--- src/rtl/isp_awb.sv ---
// Gray-world auto white balance: per-frame R/G/B statistics, serial gain divider,
// and a 3-stage gain/clip pipeline feeding the colour correction matrix.
module isp_awb #(
    parameter int BITS   = 8,
    parameter int WIDTH  = 1280,
    parameter int HEIGHT = 960,
    parameter int SUM_W  = 32
) (
    input  logic                pclk,
    input  logic                rst_n,
    input  logic                in_awb_enable,
    input  logic                in_rgb_data_en,
    input  logic [3*BITS-1:0]   in_rgb_data,
    output logic                out_awb_rgb_en,
    output logic [3*BITS-1:0]   out_awb_rgb,
    output logic [9:0]          out_gain_r,
    output logic [9:0]          out_gain_b,
    output logic                out_gain_valid
);

    localparam int NPIX   = WIDTH * HEIGHT;
    localparam int CNT_W  = (NPIX > 1) ? $clog2(NPIX) : 1;
    localparam int PROD_W = BITS + 10;
    localparam int DIV_W  = SUM_W + 10;
    localparam logic [9:0]       GAIN_UNITY = 10'd256;
    localparam logic [9:0]       GAIN_MAX   = 10'd1023;
    localparam logic [BITS-1:0]  PIX_MAX    = {BITS{1'b1}};

    typedef enum logic [2:0] {
        ST_IDLE, ST_CHK_R, ST_DIV_R, ST_CHK_B, ST_DIV_B, ST_UPDATE
    } state_t;

    // Drop the 8 fractional bits of a Q2.8 product and saturate to the pixel range.
    function automatic logic [BITS-1:0] clip_q8(input logic [PROD_W-1:0] prod);
        logic [PROD_W-1:0] sh;
        sh = prod >> 8;
        if (sh > {{(PROD_W-BITS){1'b0}}, PIX_MAX}) begin
            return PIX_MAX;
        end else begin
            return sh[BITS-1:0];
        end
    endfunction

    state_t             state_r, state_nxt_s;
    logic [CNT_W-1:0]   pix_cnt_r;
    logic [SUM_W-1:0]   sum_r_r, sum_g_r, sum_b_r;
    logic [SUM_W-1:0]   snap_r_r, snap_g_r, snap_b_r;
    logic [DIV_W-1:0]   div_rem_r, div_den_r;
    logic [3:0]         div_cnt_r;
    logic [9:0]         gain_r_new_r, gain_b_new_r;
    logic [BITS-1:0]    pix_r_s, pix_g_s, pix_b_s;
    logic               frame_done_s, skip_r_s, skip_b_s, div_ge_s, div_last_s;
    logic [9:0]         gain_r_eff_s, gain_b_eff_s;

    logic [3*BITS-1:0]  pix_s1_r;
    logic [9:0]         gain_r_s1_r, gain_b_s1_r;
    logic               en_s1_r, en_s2_r;
    logic [PROD_W-1:0]  prod_r_s2_r, prod_b_s2_r;
    logic [BITS-1:0]    g_s2_r;

    assign pix_r_s      = in_rgb_data[3*BITS-1:2*BITS];
    assign pix_g_s      = in_rgb_data[2*BITS-1:BITS];
    assign pix_b_s      = in_rgb_data[BITS-1:0];
    assign frame_done_s = in_rgb_data_en && (pix_cnt_r == CNT_W'(NPIX - 1));
    // Gains above 4.0 are not representable in Q2.8, so those cases saturate without dividing.
    assign skip_r_s     = (snap_r_r == '0) || ({2'b00, snap_g_r} >= {snap_r_r, 2'b00});
    assign skip_b_s     = (snap_b_r == '0) || ({2'b00, snap_g_r} >= {snap_b_r, 2'b00});
    assign div_ge_s     = (div_rem_r >= div_den_r);
    assign div_last_s   = (div_cnt_r == 4'd9);
    assign gain_r_eff_s = in_awb_enable ? out_gain_r : GAIN_UNITY;
    assign gain_b_eff_s = in_awb_enable ? out_gain_b : GAIN_UNITY;

    // Frame statistics; the closing pixel goes into the snapshot, not the next frame.
    always_ff @(posedge pclk or negedge rst_n) begin
        if (!rst_n) begin
            pix_cnt_r <= '0;
            sum_r_r   <= '0;
            sum_g_r   <= '0;
            sum_b_r   <= '0;
            snap_r_r  <= '0;
            snap_g_r  <= '0;
            snap_b_r  <= '0;
        end else if (frame_done_s) begin
            pix_cnt_r <= '0;
            sum_r_r   <= '0;
            sum_g_r   <= '0;
            sum_b_r   <= '0;
            if (state_r == ST_IDLE) begin
                snap_r_r <= sum_r_r + {{(SUM_W-BITS){1'b0}}, pix_r_s};
                snap_g_r <= sum_g_r + {{(SUM_W-BITS){1'b0}}, pix_g_s};
                snap_b_r <= sum_b_r + {{(SUM_W-BITS){1'b0}}, pix_b_s};
            end
        end else if (in_rgb_data_en) begin
            pix_cnt_r <= pix_cnt_r + CNT_W'(1);
            sum_r_r   <= sum_r_r + {{(SUM_W-BITS){1'b0}}, pix_r_s};
            sum_g_r   <= sum_g_r + {{(SUM_W-BITS){1'b0}}, pix_g_s};
            sum_b_r   <= sum_b_r + {{(SUM_W-BITS){1'b0}}, pix_b_s};
        end
    end

    // Gain FSM state register.
    always_ff @(posedge pclk or negedge rst_n) begin
        if (!rst_n) begin
            state_r <= ST_IDLE;
        end else begin
            state_r <= state_nxt_s;
        end
    end

    // Gain FSM next-state logic.
    always_comb begin
        state_nxt_s = state_r;
        case (state_r)
            ST_IDLE:   state_nxt_s = frame_done_s ? ST_CHK_R : ST_IDLE;
            ST_CHK_R:  state_nxt_s = skip_r_s ? ST_CHK_B : ST_DIV_R;
            ST_DIV_R:  state_nxt_s = div_last_s ? ST_CHK_B : ST_DIV_R;
            ST_CHK_B:  state_nxt_s = skip_b_s ? ST_UPDATE : ST_DIV_B;
            ST_DIV_B:  state_nxt_s = div_last_s ? ST_UPDATE : ST_DIV_B;
            ST_UPDATE: state_nxt_s = ST_IDLE;
            default:   state_nxt_s = ST_IDLE;
        endcase
    end

    // Restoring divider: divisor pre-shifted by 9 and walked down one bit per cycle,
    // quotient bits shifted straight into the pending gain register.
    always_ff @(posedge pclk or negedge rst_n) begin
        if (!rst_n) begin
            div_rem_r      <= '0;
            div_den_r      <= '0;
            div_cnt_r      <= 4'd0;
            gain_r_new_r   <= GAIN_UNITY;
            gain_b_new_r   <= GAIN_UNITY;
            out_gain_r     <= GAIN_UNITY;
            out_gain_b     <= GAIN_UNITY;
            out_gain_valid <= 1'b0;
        end else begin
            out_gain_valid <= (state_r == ST_UPDATE);
            case (state_r)
                ST_CHK_R, ST_CHK_B: begin
                    div_rem_r <= {10'd0, snap_g_r} << 8;
                    div_cnt_r <= 4'd0;
                    if (state_r == ST_CHK_R) begin
                        div_den_r <= {10'd0, snap_r_r} << 9;
                        if (skip_r_s) gain_r_new_r <= GAIN_MAX;
                    end else begin
                        div_den_r <= {10'd0, snap_b_r} << 9;
                        if (skip_b_s) gain_b_new_r <= GAIN_MAX;
                    end
                end
                ST_DIV_R, ST_DIV_B: begin
                    if (div_ge_s) div_rem_r <= div_rem_r - div_den_r;
                    div_den_r <= div_den_r >> 1;
                    div_cnt_r <= div_cnt_r + 4'd1;
                    if (state_r == ST_DIV_R) begin
                        gain_r_new_r <= {gain_r_new_r[8:0], div_ge_s};
                    end else begin
                        gain_b_new_r <= {gain_b_new_r[8:0], div_ge_s};
                    end
                end
                ST_UPDATE: begin
                    out_gain_r <= gain_r_new_r;
                    out_gain_b <= gain_b_new_r;
                end
                default: begin
                    div_cnt_r <= 4'd0;
                end
            endcase
        end
    end

    // Three-stage apply pipeline: capture, multiply, shift/saturate.
    always_ff @(posedge pclk or negedge rst_n) begin
        if (!rst_n) begin
            pix_s1_r       <= '0;
            gain_r_s1_r    <= 10'd0;
            gain_b_s1_r    <= 10'd0;
            en_s1_r        <= 1'b0;
            prod_r_s2_r    <= '0;
            prod_b_s2_r    <= '0;
            g_s2_r         <= '0;
            en_s2_r        <= 1'b0;
            out_awb_rgb    <= '0;
            out_awb_rgb_en <= 1'b0;
        end else begin
            pix_s1_r       <= in_rgb_data;
            gain_r_s1_r    <= gain_r_eff_s;
            gain_b_s1_r    <= gain_b_eff_s;
            en_s1_r        <= in_rgb_data_en;
            prod_r_s2_r    <= PROD_W'(pix_s1_r[3*BITS-1:2*BITS]) * PROD_W'(gain_r_s1_r);
            prod_b_s2_r    <= PROD_W'(pix_s1_r[BITS-1:0]) * PROD_W'(gain_b_s1_r);
            g_s2_r         <= pix_s1_r[2*BITS-1:BITS];
            en_s2_r        <= en_s1_r;
            out_awb_rgb_en <= en_s2_r;
            out_awb_rgb    <= en_s2_r ? {clip_q8(prod_r_s2_r), g_s2_r, clip_q8(prod_b_s2_r)} : '0;
        end
    end

endmodule

--- config.mk ---
export PLATFORM = sky130hd
export DESIGN_NAME = isp_awb
export DESIGN_NICKNAME = d
export VERILOG_FILES = /design/src/rtl/isp_awb.sv
export SDC_FILE = /design/constraint.sdc
export NUM_CORES = 1
export LEC_CHECK = 0
export ABC_AREA = 1
export BUFFER_PORTS_ARGS = -buffer_cell sky130_fd_sc_hd__clkbuf_2
export CAP_MARGIN = 10
export CORE_ASPECT_RATIO = 0.7
export CORE_MARGIN = 4
export CORE_UTILIZATION = 30
export CTS_BUF_LIST = sky130_fd_sc_hd__clkbuf_8 sky130_fd_sc_hd__clkbuf_16
export DETAILED_ROUTE_END_ITERATION = 10
export PLACE_DENSITY = 0.45
export SLEW_MARGIN = 15
export SYNTH_ARGS = -nofsm -noshare
export SYNTH_HDL_FRONTEND = slang
export SYNTH_SLANG_ARGS = --single-unit
export TNS_END_PERCENT = 30
--- constraint.sdc ---
create_clock -name pclk -period 4.8 [get_ports pclk]
set_clock_uncertainty 0.2 [all_clocks]
set_input_delay 0.48 -clock pclk [delete_from_list [all_inputs] [get_ports pclk]]
set_output_delay 0.48 -clock pclk [all_outputs]
set_load 0.1 [all_outputs]
### Word level (Yosys, flattened, before mapping)

Index checks and enable logic that the tools add are counted.

| operators by class | value |
|---|---|
| add/sub/neg operators | 6 |
| multiply operators | 2 |
| divide/modulo/power cells | 0 |
| magnitude comparators | 5 |
| equality and inequality tests | 14 |
| shifts and indexed selects | 0 |
| muxes and demuxes | 32 |
| bitwise gates (word level) | 0 |
| reductions and logical operators | 14 |

Operators with widths:

| kind | number |
|---|---|
| two-way mux 32 bit | 6 |
| case mux 42 bit (2 select lines) | 2 |
| adder 32 x 8 -> 32 bit | 3 |
| two-way mux 10 bit | 8 |
| greater-or-equal comparator 32 x 34 -> 1 bit | 2 |
| logical NOT 32 bit | 2 |
| greater-or-equal comparator 42 bit | 1 |
| two-way mux 21 bit | 2 |
| two-way mux 42 bit | 1 |
| subtractor 42 bit | 1 |
| two-way mux 41 bit | 1 |
| case mux 10 bit (2 select lines) | 2 |
| multiplier 8 x 10 -> 18 bit | 2 |
| two-way mux 24 bit | 1 |
| adder 21 x 1 -> 21 bit (second input constant) | 1 |
| equality test 21 bit (second input constant) | 1 |
| > comparator 10 x 8 -> 1 bit (second input constant) | 2 |
| two-way mux 8 bit | 2 |
| case mux 3 bit (5 select lines) | 1 |
| != test 2 bit (second input constant) | 7 |
| case mux 4 bit (2 select lines) | 1 |
| AND reduction 4 bit | 2 |
| equality test 3 x 2 -> 1 bit (second input constant) | 2 |
| equality test 3 bit (second input constant) | 2 |
| 10 further kinds | 18 |

| storage, ports and cells | value |
|---|---|
| bits in registers | 460 |
| latch bits | 0 |
| memory bits (writable) | 0 |
| ROM bits | 0 |
| bits of input ports | 28 |
| output and inout port bits | 46 |
| logic and storage cells | 99 |
| memories kept | 0 |

### Longest topological paths before layout

| depth | value |
|---|---|
| depth in word-level cells | 5 |
| depth in mapped cells | 20 |
| depth with buffers taken out | 19 |

### Worst setup path before layout

OpenSTA, ideal clock, no wires.

| timing path | value |
|---|---|
| path kind | reg2reg |
| start | register pix_s1_r[23] |
| end | register prod_r_s2_r[16] |
| data arrival time | 3.902 ns |
| data required time | 4.477 ns |
| setup slack | 0.575 ns |
| stages on the path, launching flop included | 17 |
| clock period less this slack | 4.225 ns |
| path through | dfrtp_1 > clkbuf_1 > nand2_1 > fa_1 > fa_1 > inv_1 > fa_1 > inv_1 > fa_1 > inv_1 > ha_1 > a21oi_1 > o21ai_0 > o21bai_1 > nand3_1 > nand2_1 > xor2_1 |

| on the way | value |
|---|---|
| longest elaborated chain between the ends | 1 |

RTL lines:

| element | line | source |
|---|---|---|
| start, declared | 55 | `logic [3*BITS-1:0] pix_s1_r;` |
| start signal, assigned | 185 | `pix_s1_r <= in_rgb_data;` |
| multiplier 8 x 10 -> 18 bit | 189 | `prod_r_s2_r <= PROD_W'(pix_s1_r[3*BITS-1:2*BITS]) * PROD_W'(gain_r_s1_r);` |
| end signal, assigned | 189 |  |
| end, declared | 58 | `logic [PROD_W-1:0] prod_r_s2_r, prod_b_s2_r;` |

No other way between the ends.
A chain may end at the register's enable or synchronous reset.

### Worst setup path after layout

| timing path | value |
|---|---|
| start | register pix_s1_r[4] |
| end | register prod_b_s2_r[17] |

| on the way | value |
|---|---|
| longest elaborated chain between the ends | 1 |

RTL lines:

| element | line | source |
|---|---|---|
| multiplier 8 x 10 -> 18 bit | 190 | `prod_b_s2_r <= PROD_W'(pix_s1_r[BITS-1:0]) * PROD_W'(gain_b_s1_r);` |
| end signal, assigned | 190 |  |
| end, declared | 58 |  |

No other way between the ends.

==> results.yml <==
floorplan:
  die_y_um: 275
  core.rowCount: 97
  dieWidth_um: 389
  die_area_um2: 107000
  io_pins: 74
  start_util_pct: 30.3
  coreArea_um2: 100000
power_and_ir_drop:
  leakage_nw: 18.7
  powerDensity_nw_per_um2: 492
  p_total_mw: 16.9
  peakVddDrop_mv: 0.252
worst_setup_path:
  crit_top_cell: "fa_1"
  worst_path_largest_cell_delay_ns: 0.55
  rrSetupSlack_ns: 0.29
  worst_path_max_delay_cell: "fa_1"
  startpoint: "pix_s1_r[4]$_DFF_PN0_"
  end_kind: "flip-flop"
  rr_startpoint: "pix_s1_r[4]$_DFF_PN0_"
  crit_arrival_ns: 4.82
  critPathMaxFanout: 10
  critPathBufInv: 3
  crit_type: "flip-flop to flip-flop"
  worstSetupStartpointType: "flip-flop"
  critPathTopFamily: "adder cells"
  critPathRequiredTime_ns: 5.11
  path_cells: "nand2_1 -> inv_1 -> fa_1 -> fa_1 -> fa_1 -> inv_1 -> fa_1 -> inv_1 -> ha_1 -> a21oi_1 -> o21ai_0 -> a221oi_1 -> nand2_1 -> xor2_1"
synthesis:
  synth_ff_type: "dfrtp_1"
  async_reset_ff_share_pct: 100
  synth_seq_area_share_pct: 36.4
  synth.area.top_cells: "dfrtp_1 (36%), nand2_1 (17%), inv_1 (9.1%), ha_1 (8.1%), fa_1 (6.4%)"
  syn_nets: 4458
  synth.distinct_cells: 50
  netlist_instances: 4134
  ys_ff_latch: 443
  synth_top_area_cell: "dfrtp_1"
  netlist_area_um2: 30500
  synth_top_area_share_pct: 36.1
  ys_warn_count: 0
  synth-edff-count: 0
  syn_avg_cell_area_um2: 7.37
drt:
  via_count: 26100
  drtIter0Drc: 2202
  drt_pass1_iterations: 6
  via_per_inst: 4.69
  wl_per_cell_um: 17.7
  drt-total-wl_um: 98600
  detail-route-antenna-nets: 0
  drcViolationCount: 0
final_layout:
  layout-drive-gt1-share_pct: 5.53
  syn2layout_area_growth_pct: 12.8
  stdcell_count: 5571
  fin_nets: 4517
  fin_area_um2: 34300
grt:
  grt_overflow_total: 0
  grt_use_total_pct: 18.7
  grt_pass1_vias: 25500
  antenna_found_initial: 2
  grt_max_degree: 111
  grt_pass1_wl_um: 156000
placement:
  gp_congestion: 0.902
  place_area_um2: 32200
  hpwl_um: 76000
  place_ws_ns: 0.290
  portBuffers: 73
  dpl.cell_count: 5450
status:
  status: "completed"
timing:
  rsz0062_at_grt: "false"
  period_minus_slack_ns: 4.51
  final_max_slew_viol_count: 0
  hold_viol_final: 0
  relSlewSlack_pct: 41.7
  period_share_pct: 94.0
  tns_ns: 0
  tightest_slew_ns: 0.869
  fin_ws_ns: 0.288
  fmax_mhz: 222
  setup_viol: 0
clock_tree:
  cts_root_buf: "clkbuf_16"
  clkTransAtPathRegs_ns: 0.07
  clk_path_buf_depth: 3
  htreeDepth: 2
  numCtsBuffers: 52
  clock_latency_ns: 0.63
  clock_sinks: 443
  cts_tree: "done"
flow_run:
  drv_cap: 0
hold_path:
  min_from: "en_s1_r$_DFF_PN0_"
  hold_path.class: "flip-flop to flip-flop"
## worst reg2reg max path, stage by stage, from the launching register on
cell and delay, ns:
dfrtp_1 0.53, nand2_1 0.13, inv_1 0.06, fa_1 0.55
fa_1 0.44, fa_1 0.54, inv_1 0.05, fa_1 0.53
inv_1 0.04, ha_1 0.39, a21oi_1 0.25, o21ai_0 0.17
a221oi_1 0.27, nand2_1 0.10, xor2_1 0.15
## logic make-up (layout without fill, tap and decap cells)
family	Yosys count	after routing	share of synthesized area [%]
compound gates	481	481	8.73
xor+xnor	115	115	3.31
fa+ha+maj	296	296	14.6
buf+inv	869	969	11.1
flops	443	443	36.4
mux	2	2	0.0657
other cells	0	1	0
simple gates	1928	1928	25.8
## final cells by class
cell class              instances  area [um2]
fillers                     10800       66000
diodes                          1        2.50
repair buffers                128         901
clock inverters                30         370
well taps                    1336        1670
inverters                     746        2800
clock buffers                  65        1490
flip-flops and latches        443       11100
multi-input cells            2822       16000
## placed cells by master, fill, tap and decap left out, types with 4 or more instances in the layout
master / instances
nand2_2: 5
dlygate4sd3_1: 25
o21ai_2: 4
o21a_1: 6
xnor2_1: 39
clkinv_2: 8
o21bai_1: 11
bufinv_16: 8
xor2_1: 76
a21oi_1: 137
o21ai_1: 44
dfstp_2: 4
clkbuf_16: 53
clkbuf_2: 72
ha_1: 198
clkbuf_8: 12
o22ai_1: 19
inv_2: 6
nor3_1: 37
fa_1: 98
nor4_1: 15
nand3_1: 182
nand4_1: 57
buf_12: 4
o21ai_0: 210
o221ai_1: 32
nand3b_1: 10
inv_1: 745
nor2_1: 239
nand2_1: 1352
and2_1: 6
dfrtp_1: 439
buf_4: 26
or2_2: 8
## worst paths after layout
path                                             end  cells after the start
setup / recovery           prod_b_s2_r[17]$_DFF_PN0_                     14
hold / removal                     en_s2_r$_DFF_PN0_                      0
setup reg to reg           prod_b_s2_r[17]$_DFF_PN0_                     14
hold reg to reg                    en_s2_r$_DFF_PN0_                      0
max in group asynchronous    sum_b_r[31]$_DFFE_PN0P_                      3
min in group asynchronous     pix_s1_r[17]$_DFF_PN0_                      2
## routing by layer
layer,share of wire (%),global-route usage [%],up-vias
met5,0,0,-
met4,1.7,3.57,0
met3,5.5,2.42,95
met2,37,25.5,621
met1,55,30.8,12500
li1,-,-,13000
## synthesized netlist by cell type (38+ instances only)
cell / count
nand2_1: 1353
inv_1: 740
dfrtp_1: 439
nor2_1: 241
o21ai_0: 210
ha_1: 198
nand3_1: 182
a21oi_1: 137
fa_1: 98
clkbuf_1: 84
xor2_1: 76
nand4_1: 57
o21ai_1: 44
xnor2_1: 39
nor3_1: 38
## power by group
| part | switching [mW] | total, mW | internal (mW) | leakage, nW |
|---|---|---|---|---|
| Sequential | 0.449 | 4.82 | 4.37 | 5.73 |
| Clock | 1.74 | 4.37 | 2.62 | 0.941 |
| Combinational | 5.35 | 7.72 | 2.36 | 12.1 |
## registers in the layout, indices dropped and copies added (netlist names), 32 cells and up
name / cells
sum_b_r: 32
snap_g_r: 32
div_den_r: 41
snap_b_r: 32
snap_r_r: 32
sum_r_r: 32
sum_g_r: 32
div_rem_r: 42
## through the flow
| step | utilization (%) | hold slack, ns |
|---|---|---|
| 6_report | 34.2 | 0.148 |
| 5_1_grt | 34.2 | 0.155 |
| 4_1_cts | 34.2 | 0.148 |
| 3_5_place_dp | 32.1 | 0.135 |
| 3_3_place_gp | 32.1 | 0.132 |
| 2_1_floorplan | - | -0.0156 |
## repair_timing
action / 4_1_cts / 5_1_grt
buffers inserted: 0 / 0
hold buffers: 25 / 0
endpoints found under the setup margin: 0 / 2
gates resized for setup: 0 / 1
endpoints found under the hold margin: 108 / 0
(Power assumes the default switching activity.)
